`config.mk`:
```
export PLATFORM = sky130hd
export DESIGN_NAME = mc_controller_p_flat
export DESIGN_NICKNAME = d
export VERILOG_FILES = /design/src/rtl/mc_controller_p_if.sv /design/src/rtl/mc_controller_p.sv /design/src/flat_wrapper.sv
export SDC_FILE = /design/constraint.sdc
export NUM_CORES = 1
export LEC_CHECK = 0
export ABC_AREA = 0
export BUFFER_PORTS_ARGS = -buffer_cell sky130_fd_sc_hd__buf_2
export CORE_MARGIN = 2
export CORE_UTILIZATION = 50
export DETAILED_ROUTE_END_ITERATION = 16
export PLACE_DENSITY = 0.78
export SYNTH_ARGS = -nofsm -noshare
export SYNTH_HDL_FRONTEND = slang
export SYNTH_SLANG_ARGS = --single-unit
export TNS_END_PERCENT = 1
```
`constraint.sdc`:
```
create_clock -name clk -period 3.8 [get_ports clk]
set_input_delay 0.95 -clock clk [delete_from_list [all_inputs] [get_ports clk]]
set_output_delay 0.95 -clock clk [all_outputs]
set_load 0.01 [all_outputs]
```
`src/rtl/mc_controller_p_if.sv`:
```
// mc_controller_p_if
// Bundles the instruction-register fields, the memory ready handshake and
// every datapath control line driven by mc_controller_p.
//   master : controller side (drives controls, reads OpCode/Funct/mem_ready)
//   slave  : datapath side (drives OpCode/Funct/mem_ready, reads controls)
// Parameters:
//   ALUOP_W : width of ALUOp
//   CNT_W   : width of the retired-instruction counter
interface mc_controller_p_if #(
    parameter int ALUOP_W = 4,
    parameter int CNT_W   = 32
);
    logic [5:0]         OpCode;
    logic [5:0]         Funct;
    logic               mem_ready;

    logic               PCWrite;
    logic               PCWriteCond;
    logic               BranchNe;
    logic               IorD;
    logic               MemWrite;
    logic               MemRead;
    logic               IRWrite;
    logic               RegWrite;
    logic               ExtOp;
    logic               LuiOp;
    logic               EPCWrite;
    logic [1:0]         MemtoReg;
    logic [1:0]         RegDst;
    logic [1:0]         ALUSrcA;
    logic [1:0]         ALUSrcB;
    logic [1:0]         PCSource;
    logic [ALUOP_W-1:0] ALUOp;
    logic [1:0]         exc_cause;
    logic [CNT_W-1:0]   ret_count;

    modport master (
        input  OpCode, Funct, mem_ready,
        output PCWrite, PCWriteCond, BranchNe, IorD, MemWrite, MemRead,
               IRWrite, RegWrite, ExtOp, LuiOp, EPCWrite,
               MemtoReg, RegDst, ALUSrcA, ALUSrcB, PCSource,
               ALUOp, exc_cause, ret_count
    );

    modport slave (
        output OpCode, Funct, mem_ready,
        input  PCWrite, PCWriteCond, BranchNe, IorD, MemWrite, MemRead,
               IRWrite, RegWrite, ExtOp, LuiOp, EPCWrite,
               MemtoReg, RegDst, ALUSrcA, ALUSrcB, PCSource,
               ALUOp, exc_cause, ret_count
    );
endinterface

```
`src/rtl/mc_controller_p.sv`:
```
// mc_controller_p
// Multi-cycle CPU controller: opcode-decoded FSM producing the mux selects
// and write enables of the shared multi-cycle datapath. Memory states wait
// on mem_ready with a bounded wait counter; legal instructions are counted
// in ret_count.
// Ports:
//   clk   : clock, all state changes on the rising edge
//   reset : synchronous, active-high; forces all outputs to 0 while high
//   bus   : mc_controller_p_if.master (OpCode/Funct/mem_ready in,
//           datapath controls, exc_cause and ret_count out)
// Parameters:
//   ALUOP_W  : ALUOp width (>= 3, upper bits driven 0)
//   WAIT_MAX : cycles allowed in one memory state before timeout (>= 2)
//   CNT_W    : retired-instruction counter width
// Build option:
//   MC_CTRL_EXCEPTION_EN : enables the EXC state, EPCWrite, exc_cause,
//   illegal-opcode trap and memory timeout. When undefined, illegal
//   opcodes return to IF and memory waits are unbounded.
//
// state | meaning
// ------+-----------------------------------------------------------
// IF    | instruction fetch, waits for mem_ready, PC += 4
// ID    | decode, branch target computed into ALUOut
// EX    | execute / address calc / branch / jump completion
// MEM   | data access for lw/sw, waits for mem_ready
// WB    | register file write-back
// EXC   | one-cycle trap: save EPC, jump to vector
module mc_controller_p #(
    parameter int ALUOP_W  = 4,
    parameter int WAIT_MAX = 16,
    parameter int CNT_W    = 32
) (
    input  logic               clk,
    input  logic               reset,
    mc_controller_p_if.master  bus
);

    localparam int WCNT_W = $clog2(WAIT_MAX);
    localparam logic [WCNT_W-1:0] WCNT_LAST = WCNT_W'(WAIT_MAX - 1);

    localparam logic [5:0] OP_RTYPE = 6'h00;
    localparam logic [5:0] OP_J     = 6'h02;
    localparam logic [5:0] OP_JAL   = 6'h03;
    localparam logic [5:0] OP_BEQ   = 6'h04;
    localparam logic [5:0] OP_BNE   = 6'h05;
    localparam logic [5:0] OP_ADDI  = 6'h08;
    localparam logic [5:0] OP_ADDIU = 6'h09;
    localparam logic [5:0] OP_SLTI  = 6'h0a;
    localparam logic [5:0] OP_SLTIU = 6'h0b;
    localparam logic [5:0] OP_ANDI  = 6'h0c;
    localparam logic [5:0] OP_LUI   = 6'h0f;
    localparam logic [5:0] OP_LW    = 6'h23;
    localparam logic [5:0] OP_SW    = 6'h2b;

    localparam logic [5:0] FN_SLL   = 6'h00;
    localparam logic [5:0] FN_SRL   = 6'h02;
    localparam logic [5:0] FN_SRA   = 6'h03;
    localparam logic [5:0] FN_JR    = 6'h08;
    localparam logic [5:0] FN_JALR  = 6'h09;

    typedef enum logic [2:0] {
        S_IF  = 3'd0,
        S_ID  = 3'd1,
        S_EX  = 3'd2,
        S_MEM = 3'd3,
        S_WB  = 3'd4,
        S_EXC = 3'd5
    } state_t;

    state_t             state_q, state_d;
    logic [WCNT_W-1:0]  wcnt_q, wcnt_d;
    logic [CNT_W-1:0]   ret_q, ret_d;
`ifdef MC_CTRL_EXCEPTION_EN
    logic [1:0]         cause_q, cause_d;
`endif

    logic       is_rtype, is_jr, is_jalr, is_shift;
    logic       is_iarith, is_lw, is_sw, is_branch, is_jump, is_legal;
    logic       mem_wait;
    logic [2:0] alu_op;

    always_comb begin
        is_rtype  = (bus.OpCode == OP_RTYPE);
        is_jr     = is_rtype && (bus.Funct == FN_JR);
        is_jalr   = is_rtype && (bus.Funct == FN_JALR);
        is_shift  = (bus.Funct == FN_SLL) || (bus.Funct == FN_SRL) ||
                    (bus.Funct == FN_SRA);
        is_iarith = (bus.OpCode == OP_ADDI)  || (bus.OpCode == OP_ADDIU) ||
                    (bus.OpCode == OP_ANDI)  || (bus.OpCode == OP_SLTI)  ||
                    (bus.OpCode == OP_SLTIU) || (bus.OpCode == OP_LUI);
        is_lw     = (bus.OpCode == OP_LW);
        is_sw     = (bus.OpCode == OP_SW);
        is_branch = (bus.OpCode == OP_BEQ) || (bus.OpCode == OP_BNE);
        is_jump   = (bus.OpCode == OP_J) || (bus.OpCode == OP_JAL);
        is_legal  = is_rtype || is_iarith || is_lw || is_sw ||
                    is_branch || is_jump;
    end

    always_comb begin
        state_d          = state_q;
        wcnt_d           = '0;
        ret_d            = ret_q;
`ifdef MC_CTRL_EXCEPTION_EN
        cause_d          = cause_q;
`endif
        mem_wait         = 1'b0;
        alu_op           = 3'd0;

        bus.PCWrite      = 1'b0;
        bus.PCWriteCond  = 1'b0;
        bus.BranchNe     = 1'b0;
        bus.IorD         = 1'b0;
        bus.MemWrite     = 1'b0;
        bus.MemRead      = 1'b0;
        bus.IRWrite      = 1'b0;
        bus.RegWrite     = 1'b0;
        bus.ExtOp        = 1'b0;
        bus.LuiOp        = 1'b0;
        bus.EPCWrite     = 1'b0;
        bus.MemtoReg     = 2'd0;
        bus.RegDst       = 2'd0;
        bus.ALUSrcA      = 2'd0;
        bus.ALUSrcB      = 2'd0;
        bus.PCSource     = 2'd0;
        bus.exc_cause    = 2'd0;
        bus.ret_count    = '0;

        // Outputs are held at 0 for the whole reset window, whatever the
        // state register holds.
        if (!reset) begin
            bus.ret_count = ret_q;
            unique case (state_q)
                S_IF: begin
                    bus.MemRead = 1'b1;
                    bus.ALUSrcB = 2'd1;
                    bus.IRWrite = bus.mem_ready;
                    bus.PCWrite = bus.mem_ready;
                    if (bus.mem_ready) state_d = S_ID;
                    else               mem_wait = 1'b1;
                end
                S_ID: begin
                    bus.ALUSrcB = 2'd3;
                    bus.ExtOp   = 1'b1;
                    if (is_legal) begin
                        state_d = S_EX;
                    end else begin
`ifdef MC_CTRL_EXCEPTION_EN
                        state_d = S_EXC;
                        cause_d = 2'd1;
`else
                        state_d = S_IF;
`endif
                    end
                end
                S_EX: begin
                    state_d = S_IF;
                    if (is_jr || is_jalr) begin
                        // Target comes from rs through the ALU pass path.
                        bus.PCWrite = 1'b1;
                        bus.ALUSrcA = 2'd1;
                        if (is_jalr) begin
                            bus.RegWrite = 1'b1;
                            bus.RegDst   = 2'd1;
                            bus.MemtoReg = 2'd2;
                        end
                        ret_d = ret_q + CNT_W'(1);
                    end else if (is_rtype) begin
                        // Shifts take shamt on operand A.
                        bus.ALUSrcA = is_shift ? 2'd2 : 2'd1;
                        alu_op      = 3'd2;
                        state_d     = S_WB;
                    end else if (is_iarith) begin
                        bus.ALUSrcA = 2'd1;
                        bus.ALUSrcB = 2'd2;
                        bus.ExtOp   = (bus.OpCode != OP_ANDI);
                        bus.LuiOp   = (bus.OpCode == OP_LUI);
                        unique case (bus.OpCode)
                            OP_ANDI:  alu_op = 3'd3;
                            OP_SLTI:  alu_op = 3'd4;
                            OP_SLTIU: alu_op = 3'd5;
                            default:  alu_op = 3'd0;
                        endcase
                        state_d = S_WB;
                    end else if (is_lw || is_sw) begin
                        bus.ALUSrcA = 2'd1;
                        bus.ALUSrcB = 2'd2;
                        bus.ExtOp   = 1'b1;
                        state_d     = S_MEM;
                    end else if (is_branch) begin
                        bus.PCWriteCond = 1'b1;
                        bus.BranchNe    = (bus.OpCode == OP_BNE);
                        bus.ALUSrcA     = 2'd1;
                        bus.PCSource    = 2'd1;
                        alu_op          = 3'd1;
                        ret_d           = ret_q + CNT_W'(1);
                    end else if (is_jump) begin
                        bus.PCWrite  = 1'b1;
                        bus.PCSource = 2'd2;
                        if (bus.OpCode == OP_JAL) begin
                            bus.RegWrite = 1'b1;
                            bus.RegDst   = 2'd2;
                            bus.MemtoReg = 2'd2;
                        end
                        ret_d = ret_q + CNT_W'(1);
                    end
                end
                S_MEM: begin
                    bus.IorD     = 1'b1;
                    bus.MemRead  = is_lw;
                    bus.MemWrite = is_sw;
                    if (bus.mem_ready) begin
                        state_d = is_lw ? S_WB : S_IF;
                        if (is_sw) ret_d = ret_q + CNT_W'(1);
                    end else begin
                        mem_wait = 1'b1;
                    end
                end
                S_WB: begin
                    bus.RegWrite = 1'b1;
                    if (is_rtype) begin
                        bus.RegDst   = 2'd1;
                        bus.MemtoReg = 2'd1;
                    end else if (!is_lw) begin
                        bus.MemtoReg = 2'd1;
                    end
                    state_d = S_IF;
                    ret_d   = ret_q + CNT_W'(1);
                end
                S_EXC: begin
`ifdef MC_CTRL_EXCEPTION_EN
                    bus.PCWrite   = 1'b1;
                    bus.PCSource  = 2'd3;
                    bus.EPCWrite  = 1'b1;
                    bus.exc_cause = cause_q;
`endif
                    state_d = S_IF;
                end
                default: state_d = S_IF;
            endcase

            // Wait counter only advances while a memory state stalls; any
            // state change leaves wcnt_d at 0 so IF/MEM always start fresh.
            if (mem_wait) begin
                if (wcnt_q == WCNT_LAST) begin
`ifdef MC_CTRL_EXCEPTION_EN
                    state_d = S_EXC;
                    cause_d = 2'd2;
`else
                    wcnt_d  = wcnt_q;
`endif
                end else begin
                    wcnt_d = wcnt_q + WCNT_W'(1);
                end
            end
        end

        bus.ALUOp = ALUOP_W'(alu_op);
    end

    always_ff @(posedge clk) begin
        if (reset) begin
            state_q <= S_IF;
            wcnt_q  <= '0;
            ret_q   <= '0;
        end else begin
            state_q <= state_d;
            wcnt_q  <= wcnt_d;
            ret_q   <= ret_d;
        end
    end

`ifdef MC_CTRL_EXCEPTION_EN
    always_ff @(posedge clk) begin
        if (reset) cause_q <= 2'd0;
        else       cause_q <= cause_d;
    end
`endif

endmodule
```
`src/flat_wrapper.sv`:
```
// flat-port wrapper written by rule: the top's interface ports become plain ports
module mc_controller_p_flat 
#(
    parameter int ALUOP_W  = 4,
    parameter int WAIT_MAX = 16,
    parameter int CNT_W    = 32
)
  (clk, reset, bus_OpCode, bus_Funct, bus_mem_ready, bus_PCWrite, bus_PCWriteCond, bus_BranchNe, bus_IorD, bus_MemWrite, bus_MemRead, bus_IRWrite, bus_RegWrite, bus_ExtOp, bus_LuiOp, bus_EPCWrite, bus_MemtoReg, bus_RegDst, bus_ALUSrcA, bus_ALUSrcB, bus_PCSource, bus_ALUOp, bus_exc_cause, bus_ret_count);
  mc_controller_p_if #(.ALUOP_W(ALUOP_W), .CNT_W(CNT_W)) bus_i ();
  input  logic clk;
  input  logic reset;
  input wire logic [$bits(bus_i.OpCode)-1:0] bus_OpCode;
  input wire logic [$bits(bus_i.Funct)-1:0] bus_Funct;
  input wire logic [$bits(bus_i.mem_ready)-1:0] bus_mem_ready;
  output wire logic [$bits(bus_i.PCWrite)-1:0] bus_PCWrite;
  output wire logic [$bits(bus_i.PCWriteCond)-1:0] bus_PCWriteCond;
  output wire logic [$bits(bus_i.BranchNe)-1:0] bus_BranchNe;
  output wire logic [$bits(bus_i.IorD)-1:0] bus_IorD;
  output wire logic [$bits(bus_i.MemWrite)-1:0] bus_MemWrite;
  output wire logic [$bits(bus_i.MemRead)-1:0] bus_MemRead;
  output wire logic [$bits(bus_i.IRWrite)-1:0] bus_IRWrite;
  output wire logic [$bits(bus_i.RegWrite)-1:0] bus_RegWrite;
  output wire logic [$bits(bus_i.ExtOp)-1:0] bus_ExtOp;
  output wire logic [$bits(bus_i.LuiOp)-1:0] bus_LuiOp;
  output wire logic [$bits(bus_i.EPCWrite)-1:0] bus_EPCWrite;
  output wire logic [$bits(bus_i.MemtoReg)-1:0] bus_MemtoReg;
  output wire logic [$bits(bus_i.RegDst)-1:0] bus_RegDst;
  output wire logic [$bits(bus_i.ALUSrcA)-1:0] bus_ALUSrcA;
  output wire logic [$bits(bus_i.ALUSrcB)-1:0] bus_ALUSrcB;
  output wire logic [$bits(bus_i.PCSource)-1:0] bus_PCSource;
  output wire logic [$bits(bus_i.ALUOp)-1:0] bus_ALUOp;
  output wire logic [$bits(bus_i.exc_cause)-1:0] bus_exc_cause;
  output wire logic [$bits(bus_i.ret_count)-1:0] bus_ret_count;
  assign bus_i.OpCode = bus_OpCode;
  assign bus_i.Funct = bus_Funct;
  assign bus_i.mem_ready = bus_mem_ready;
  assign bus_PCWrite = bus_i.PCWrite;
  assign bus_PCWriteCond = bus_i.PCWriteCond;
  assign bus_BranchNe = bus_i.BranchNe;
  assign bus_IorD = bus_i.IorD;
  assign bus_MemWrite = bus_i.MemWrite;
  assign bus_MemRead = bus_i.MemRead;
  assign bus_IRWrite = bus_i.IRWrite;
  assign bus_RegWrite = bus_i.RegWrite;
  assign bus_ExtOp = bus_i.ExtOp;
  assign bus_LuiOp = bus_i.LuiOp;
  assign bus_EPCWrite = bus_i.EPCWrite;
  assign bus_MemtoReg = bus_i.MemtoReg;
  assign bus_RegDst = bus_i.RegDst;
  assign bus_ALUSrcA = bus_i.ALUSrcA;
  assign bus_ALUSrcB = bus_i.ALUSrcB;
  assign bus_PCSource = bus_i.PCSource;
  assign bus_ALUOp = bus_i.ALUOp;
  assign bus_exc_cause = bus_i.exc_cause;
  assign bus_ret_count = bus_i.ret_count;
  mc_controller_p #(.ALUOP_W(ALUOP_W), .WAIT_MAX(WAIT_MAX), .CNT_W(CNT_W)) u_core (.clk(clk), .reset(reset), .bus(bus_i));
endmodule
```
**Yosys cells after proc, flatten, opt, wreduce, memory -nomap -nowiden**

Index checks and enable logic that the tools add are counted.

- Bits in registers: 35
- Input bits: 15
- Output and inout bits: 59
- Word-level logic and storage cells: 172

- $add $sub $neg: 1
- Equal/unequal tests: 28
- Multiplexer cells: 117
- Reductions and logical operators: 24

Operators by type and width:

| operator | count |
|---|---|
| $mux W32 | 9 |
| $pmux W32 S3 | 1 |
| $mux W2 | 34 |
| $mux W1 | 52 |
| $eq A6 B4 Y1 const B | 8 |
| $mux W3 | 12 |
| $add A32 B1 Y32 const B | 1 |
| $eq A6 B2 Y1 const B | 4 |
| $logic_or A1 B1 Y1 | 16 |
| $eq A6 B3 Y1 const B | 2 |
| $eq A6 B6 Y1 const B | 2 |
| $logic_not A6 Y1 | 2 |
| $pmux W3 S4 | 1 |
| $pmux W3 S3 | 1 |
| $pmux W1 S2 | 4 |
| $pmux W2 S2 | 2 |
| $reduce_and A7 Y1 | 1 |
| $eq A3 B2 Y1 const B | 2 |
| $ne A3 B3 Y1 const B | 2 |
| $ne A6 B4 Y1 const B | 1 |
| $pmux W2 S3 | 1 |
| $ne A2 B2 Y1 const B | 2 |
| $ne A4 B1 Y1 const B | 1 |
| $eq A3 B1 Y1 const B | 1 |
| 7 further kinds | 8 |

**Logic depth before layout (Yosys ltp)**

Gate-level depths: netlist of run 1.

- Depth in word-level cells: 13
- Depth in mapped cells: 8
- Depth with buffers taken out: 5

**Worst setup path after synthesis of run 1**

No wires, ideal clock.

- Path type: input to output
- Start point: input bus_Funct[2]
- End point: output bus_RegDst[0]
- Arrival: 2,214 ps
- Data required time: 2,850 ps
- Setup slack: 636 ps
- Cell stages on the path: 4
- Path buffers: 0
- Path through: nor3_1 and3b_1 nand4b_1 a2111oi_0

- Cells in the longest elaborated chain, start to end: 6
- Elaborated cells on any way between the ends: 9
- Those cells by class: eq/ne: 2; mux: 4; reduce/logical: 3

Ends and longest elaborated chain:

| element | line | RTL |
|---|---|---|
| start, declared | flat_wrapper.sv:13 | `input wire logic [$bits(bus_i.Funct)-1:0] bus_Funct;` |
| $eq A6 B4 Y1 (on tied branches) | mc_controller_p.sv:85, mc_controller_p.sv:84 |  |
| $logic_and A1 B1 Y1 (on tied branches) | mc_controller_p.sv:85, mc_controller_p.sv:84 |  |
| $mux W1 or $logic_or A1 B1 Y1 (tied branches) | mc_controller_p.sv:161, mc_controller_p.sv:157 |  |
| $mux W2 * | mc_controller_p.sv:157 | `if (is_jr \|\| is_jalr) begin` |
| $pmux W2 S2 * | mc_controller_p.sv:132 | `unique case (state_q)` |
| $mux W2 * | mc_controller_p.sv:130 | `if (!reset) begin` |
| end, declared | flat_wrapper.sv:27 | `output wire logic [$bits(bus_i.RegDst)-1:0] bus_RegDst;` |

Every way passes the cells marked *; elsewhere a longest branch is shown, timed or not.

**Final worst setup path of run 1**

Ends and elaborated chain as after synthesis.

==> metrics.yaml, run 1 <==
preCtsSetupSlack_ps: 362
port_buffers: 69
dp_cells: 474
finalWirelength_mm: 6.53
path_buf_inv: 2
leakage_nw: 1.20
dpl_cell_area_mm2: 0.00292
crit_path_max_fanout: 4
rows: 26
setup_viol: 0
cp_common_cell: "buf_2"
track_usage_pct: 23.0
vias_per_cell: 5.79
tns_ps: 0
ys_top_cells_by_count: "dfxtp_1, nand2_1, nor2_1"
drc: 0
synth_edf_count: 0
grt_max_degree: 46
switching_share_pct: 26.9
cts_tree: "done"
cts_buffers: 5
fillers: 501
finalHoldViolCount: 0
fin_crit_ps: 3460
cts_htree_levels: 2
syn_area_mm2: 0.00258
drt_iter0_drc: 278
fin_skew_ps: 5.81
slew_violations: 0
die_w_um: 75.9
instances_no_fill: 482
clk_latency_ps: 280
yosys_warnings: 0
cp-end-kind: "output pin"
avgRoutedWirePerCell_um: 13.6
vias: 2793
post_cts_buffers: 0
antenna_found_initial: 0
postSynthCellCount: 355
cts_sinks: 35
coreArea_mm2: 0.00504
status: "completed"
yosys.area.top_type: "dfxtp_1"
synth_top_area_share_pct: 27.1
cp.required_ps: 2850
fin_area_mm2: 0.00300
yosysSeqAreaShare_pct: 27.1
layout-drive-gt1-share_pct: 22.3
cts_root_buf: "clkbuf_8"
r2r_setup_slack_ps: 1230
fmax_ghz: 0.289
critical_path_class: "in -> out"
antenna_cells: 0
clk_pin_slew_ps: 70
gp_congestion: 0.932
period_share_pct: 91.1
io_pins: 74
grt.overflow.total: 0
grt_pass1_wl_mm: 10.5
rsz0062_at_grt: "no"
grt_pass1_vias: 2369
slowest_stage: "a2111oi_0"
p_int_w: 0.000527
seqPwrFrac_pct: 51.8
async_flop_share_pct: 0
critPathLaunchType: "input pin"
synthTopCellsByArea: "dfxtp_1, nor2b_1, or4_1"
dieArea_mm2: 0.00576
multiInputGateArea_mm2: 0.00171
clockBufferDepth: 2
critPathTopFamily: "simple AND/OR/NAND/NOR gates"
ir_worst_vdd_mv: 0.271
slowest_delay_ps: 530
avgSynthCellArea_um2: 7.27
slew_headroom_pct: 53.4
initial_core_util_pct: 51.2
regArea_um2: 701
p_sw_w: 0.000194
cts.repair.resized: 0
worstPathArrival_ps: 2510
synth_cell_type_count: 48
dp.final_hpwl_mm: 4.77
cts_hold_buf: 0
nets: 427
die_h_um: 75.9
worst_pin_slew_ps: 695
hold_path_class: "reg -> reg"
pwr_density_cell_mw_per_mm2: 240
synth-main-ff-cell: "dfxtp_1"
firstDrtPassIters: 4
synth-seq-cells: 35
cap_viol_max_count: 0
area_delta_synth_final_pct: 16.2
ant_nets: 0
worstPathCellList: "buf_2, nor3_1, and3b_1, nand4b_1, a2111oi_0, buf_2"
combPwrFrac_pct: 12.5
p_clk_share_pct: 35.7
layout_setup_ws_ps: 337
registers in the layout, indices dropped and copies added, names as in the netlist:
signal	count
u_core.ret_q	32
u_core.state_q	3
worst paths after layout:
path	startpoint	end	cells after the start
max	bus_Funct[2]	bus_RegDst[0]	6
min	u_core.ret_q[16]	u_core.ret_q[16]	2
max reg2reg	u_core.state_q[1]	u_core.ret_q[7]	6
min reg2reg	u_core.ret_q[16]	u_core.ret_q[16]	2
routing by layer:
layer / part of all wire [%] / global-route usage [%] / up-vias
met3: 5.0 / 3.84 / 8
met1: 45 / 31.2 / 1309
met2: 48 / 37.6 / 71
li1: - / - / 1405
met5: 0 / 0 / -
met4: 1.4 / 6.43 / 0
cell families (layout without fill, tap and decap cells):
kind of cell / after synthesis / in the layout / share of synthesized area [%]
and+or+nand+nor: 199 / 199 / 43.9
AOI/OAI and AO/OA: 76 / 76 / 18.8
buffers and inverters: 37 / 91 / 7.07
DFF: 35 / 35 / 27.1
muxes: 5 / 5 / 2.13
adders and majority gates: 1 / 1 / 0.484
other: 1 / 4 / 0.145
xor gates and xnor gates: 1 / 1 / 0.339
power by group through the flow:
stage               combinational, W  clock [W]  sequential [W]
floorplan                  0.0000698          0        0.000379
global placement           0.0000887          0        0.000382
detailed placement         0.0000894          0        0.000382
CTS                        0.0000901   0.000262        0.000373
global route                0.000101   0.000277        0.000374
finish                     0.0000899   0.000258        0.000373
layout by cell type, fill, tap and decap left out, types with 2 or more instances in the layout:
| cell type | netlist | layout |
|---|---|---|
| nand2b_1 | 8 | 8 |
| nand3_1 | 15 | 15 |
| nand4_1 | 11 | 11 |
| nor3_1 | 11 | 11 |
| nor4_1 | 2 | 2 |
| o21ai_0 | 11 | 11 |
| nand2_1 | 35 | 35 |
| buf_2 | 5 | 69 |
| a21o_1 | 2 | 2 |
| a2111oi_0 | 2 | 2 |
| a21oi_1 | 31 | 31 |
| nor4b_1 | 2 | 2 |
| and4_1 | 3 | 3 |
| dfxtp_1 | 35 | 35 |
| buf_4 | 8 | 6 |
| nor3b_1 | 3 | 3 |
| a31oi_1 | 3 | 3 |
| nor2b_1 | 32 | 32 |
| o31ai_1 | 20 | 20 |
| and3_1 | 3 | 3 |
| conb_1 | 1 | 4 |
| or2_2 | 4 | 4 |
| clkbuf_1 | 14 | 2 |
| o21bai_1 | 2 | 2 |
| mux2_2 | 3 | 3 |
| inv_1 | 8 | 8 |
| nor2_1 | 35 | 35 |
| or4_1 | 26 | 26 |
| clkbuf_8 | 0 | 5 |
tightest hold or removal path: cells and delay by family (launching register included):
kind,cells,cell delay (ps)
AO/OA/AOI/OAI,2,120
flip-flops,1,330
final cells by class:
| class | count | share of cell area (%) |
|---|---|---|
| Clock buffer | 7 | 2.54 |
| Clock inverter | 1 | 0.167 |
| Timing Repair Buffer | 75 | 13.0 |
| Tap cell | 70 | 2.92 |
| Inverter | 8 | 1.00 |
| Multi-Input combinational cell | 286 | 57.0 |
| Sequential cell | 35 | 23.4 |
per-stage QoR:
| step | utilization (%) | hold WS [ps] | total power (W) |
|---|---|---|---|
| global placement | 57.9 | 464 | 0.000471 |
| global route | 59.5 | 533 | 0.000752 |
| floorplan | - | 452 | 0.000448 |
| detailed placement | 57.9 | 488 | 0.000471 |
| CTS | 59.5 | 497 | 0.000726 |
| finish | 59.5 | 496 | 0.000721 |
No activity file was read; power rests on OpenSTA's default activity.
==> run 2: changes to the inputs <==
--- a/config.mk
+++ b/config.mk
@@ -10,7 +10,7 @@
 export CORE_MARGIN = 2
 export CORE_UTILIZATION = 50
 export DETAILED_ROUTE_END_ITERATION = 16
-export PLACE_DENSITY = 0.78
+export PLACE_DENSITY_LB_ADDON = 0.05
 export SYNTH_ARGS = -nofsm -noshare
 export SYNTH_HDL_FRONTEND = slang
 export SYNTH_SLANG_ARGS = --single-unit
==> run 2 against run 1 <==
Count of clock-buffer cells in the layout did not move. Total power rose by 0.10%. Utilization fell by 0.15 points. Setup slack improved by 99 ps. Clock skew barely moved. Largest cell class unchanged. Largest power group unchanged. Highest routed layer unchanged.
==> metrics.yaml, run 2 (synthesis results as in run 1) <==
status: "completed"  # unchanged
cp-end-kind: "output pin"  # unchanged
hold_start: "u_core.ret_q[29]"  # was u_core.ret_q[16]
top_regs: "u_core.ret_q (32), u_core.state_q (3)"  # unchanged
ir_worst_vdd_mv: 0.188  # was 0.271 mV
top_register: "u_core.ret_q"  # unchanged
track_usage_pct: 22.8  # was 23.0%
fillers: 521  # was 501
cts_root_buf: "clkbuf_8"  # unchanged
clk_latency_ps: 290  # was 280 ps
critPathTopFamily: "simple AND/OR/NAND/NOR gates"  # unchanged
rsz0062_at_grt: "no"  # unchanged
slowest_delay_ps: 370  # was 530 ps
cp.required_ps: 2850  # about the same
critPathLaunchType: "input pin"  # unchanged
cts.repair.resized: 0  # unchanged
worstPathArrival_ps: 2410  # was 2510 ps
r2r_setup_slack_ps: 1360  # was 1230 ps
regArea_um2: 701  # unchanged
cap_viol_max_count: 0  # unchanged
cts_tree: "done"  # unchanged
grt_max_degree: 67  # was 46
firstDrtPassIters: 4  # unchanged
leakage_nw: 1.19  # was 1.20 nW
finalHoldViolCount: 0  # unchanged
grt_pass1_vias: 2266  # was 2369
setup_viol: 0  # unchanged
ant_nets: 0  # unchanged
antenna_found_initial: 0  # unchanged
multiInputGateArea_mm2: 0.00171  # unchanged
path_buf_inv: 2  # unchanged
pwr_density_cell_mw_per_mm2: 241  # was 240 mW/mm^2
clk_pin_slew_ps: 70  # about the same
die_h_um: 75.9  # unchanged
drc: 0  # unchanged
fmax_ghz: 0.297  # was 0.289 GHz
crit_path_max_fanout: 9  # was 4
crit-reg2reg-launch: "u_core.ret_q[0]"  # was u_core.state_q[1]
cts_sinks: 35  # unchanged
avgRoutedWirePerCell_um: 13.5  # was 13.6 um
finalWirelength_mm: 6.48  # was 6.53 mm
slew_headroom_pct: 55.2  # was 53.4%
antenna_cells: 0  # unchanged
cts_hold_buf: 0  # unchanged
layout_commonest_cell: "buf_2"  # unchanged
fin_total_pwr_w: 0.000722  # was 0.000721 W
area_delta_synth_final_pct: 15.9  # was 16.2%
clockBufferDepth: 2  # unchanged
fin_skew_ps: 6.17  # was 5.81 ps
io_pins: 74  # unchanged
gp_congestion: 0.921  # was 0.932
die_w_um: 75.9  # unchanged
worst_pin_slew_ps: 662  # was 695 ps
fin_crit_ps: 3360  # was 3460 ps
cp_common_cell: "buf_2"  # unchanged
hold_path_class: "reg -> reg"  # unchanged
dp_cells: 473  # was 474
period_share_pct: 88.5  # was 91.1%
worstPathCellList: "buf_2, nor2_1, nand3_1, nor4b_1, nor3b_1, buf_2"  # was buf_2, nor3_1, and3b_1, nand4b_1, a2111oi_0, buf_2
cts_buffers: 5  # unchanged
dp.final_hpwl_mm: 4.69  # was 4.77 mm
crit_start: "bus_OpCode[0]"  # was bus_Funct[2]
vias_per_cell: 5.74  # was 5.79
grt_pass1_wl_mm: 10.2  # was 10.5 mm
dieArea_mm2: 0.00576  # unchanged
cts_htree_levels: 2  # unchanged
instances_no_fill: 481  # was 482
port_buffers: 69  # unchanged
vias: 2761  # was 2793
grt.overflow.total: 0  # unchanged
coreArea_mm2: 0.00504  # unchanged
critical_path_class: "in -> out"  # unchanged
largest_reg_flops: 32  # unchanged
tns_ps: 0  # unchanged
rows: 26  # unchanged
post_cts_buffers: 0  # unchanged
mostFrequentLayoutCells: "buf_2, nor2_1, nand2_1, dfxtp_1, nor2b_1"  # unchanged
slowest_stage: "nor4b_1"  # was a2111oi_0
initial_core_util_pct: 51.2  # unchanged
layout-drive-gt1-share_pct: 22.1  # was 22.3%
slew_violations: 0  # unchanged
nets: 426  # was 427
drt_iter0_drc: 168  # was 278
[run 2: cell types whose count changed in the layout (fill, tap and decap cells not counted)]
cell   previous run  this run
buf_4             6         5
[run 2: tightest hold or removal path, cell delays in order (launching register included)]
cell and delay, ps:
dfxtp_1 330, o31ai_1 60, a21oi_1 60
[run 2: cell type report]
| cell class | instances | area share [%] |
|---|---|---|
| Sequential cell | 35 | 23.4 |
| Tap cell | 70 | 2.93 |
| Inverter | 8 | 1.00 |
| Multi-Input combinational cell | 286 | 57.1 |
| Clock buffer | 7 | 2.55 |
| Clock inverter | 1 | 0.167 |
| Timing Repair Buffer | 74 | 12.8 |
[run 2: path summary, 6_finish.rpt]
check                           to  cells past startpoint
hold / removal    u_core.ret_q[29]                      2
hold reg to reg   u_core.ret_q[29]                      2
setup / recovery    bus_ALUSrcA[1]                      6
setup reg to reg  u_core.ret_q[30]                      5
[run 2: routing by layer]
layer  vias up  routed length (um)  part of all wire (%)  GRT usage (%)
met5         -                   0                     0              0
met4         0                  42                  0.65           6.04
met3         4                 257                   4.0           4.37
met2        61                3160                    49           38.4
met1      1293                3020                    47           30.0
li1       1403                   -                     -              -
[run 2: where the power goes]
group	total, W	internal [W]	switching [W]	leakage [nW]
registers	0.000374	0.000369	0.00000501	0.282
logic	0.0000879	0.0000287	0.0000592	0.869
clock network	0.000260	0.000129	0.000132	0.0422
total	0.000722	0.000526	0.000196	1.19
[run 2: metrics by stage]
stage	hold WS [ps]	worst slack (ps)	utilization [%]	instance area, um^2
3_3_place_gp	467	532	57.7	2910
3_5_place_dp	485	493	57.7	2910
5_1_grt	527	277	59.4	2990
6_report	490	436	59.4	2990
2_1_floorplan	452	636	-	2590
4_1_cts	494	481	59.4	2990
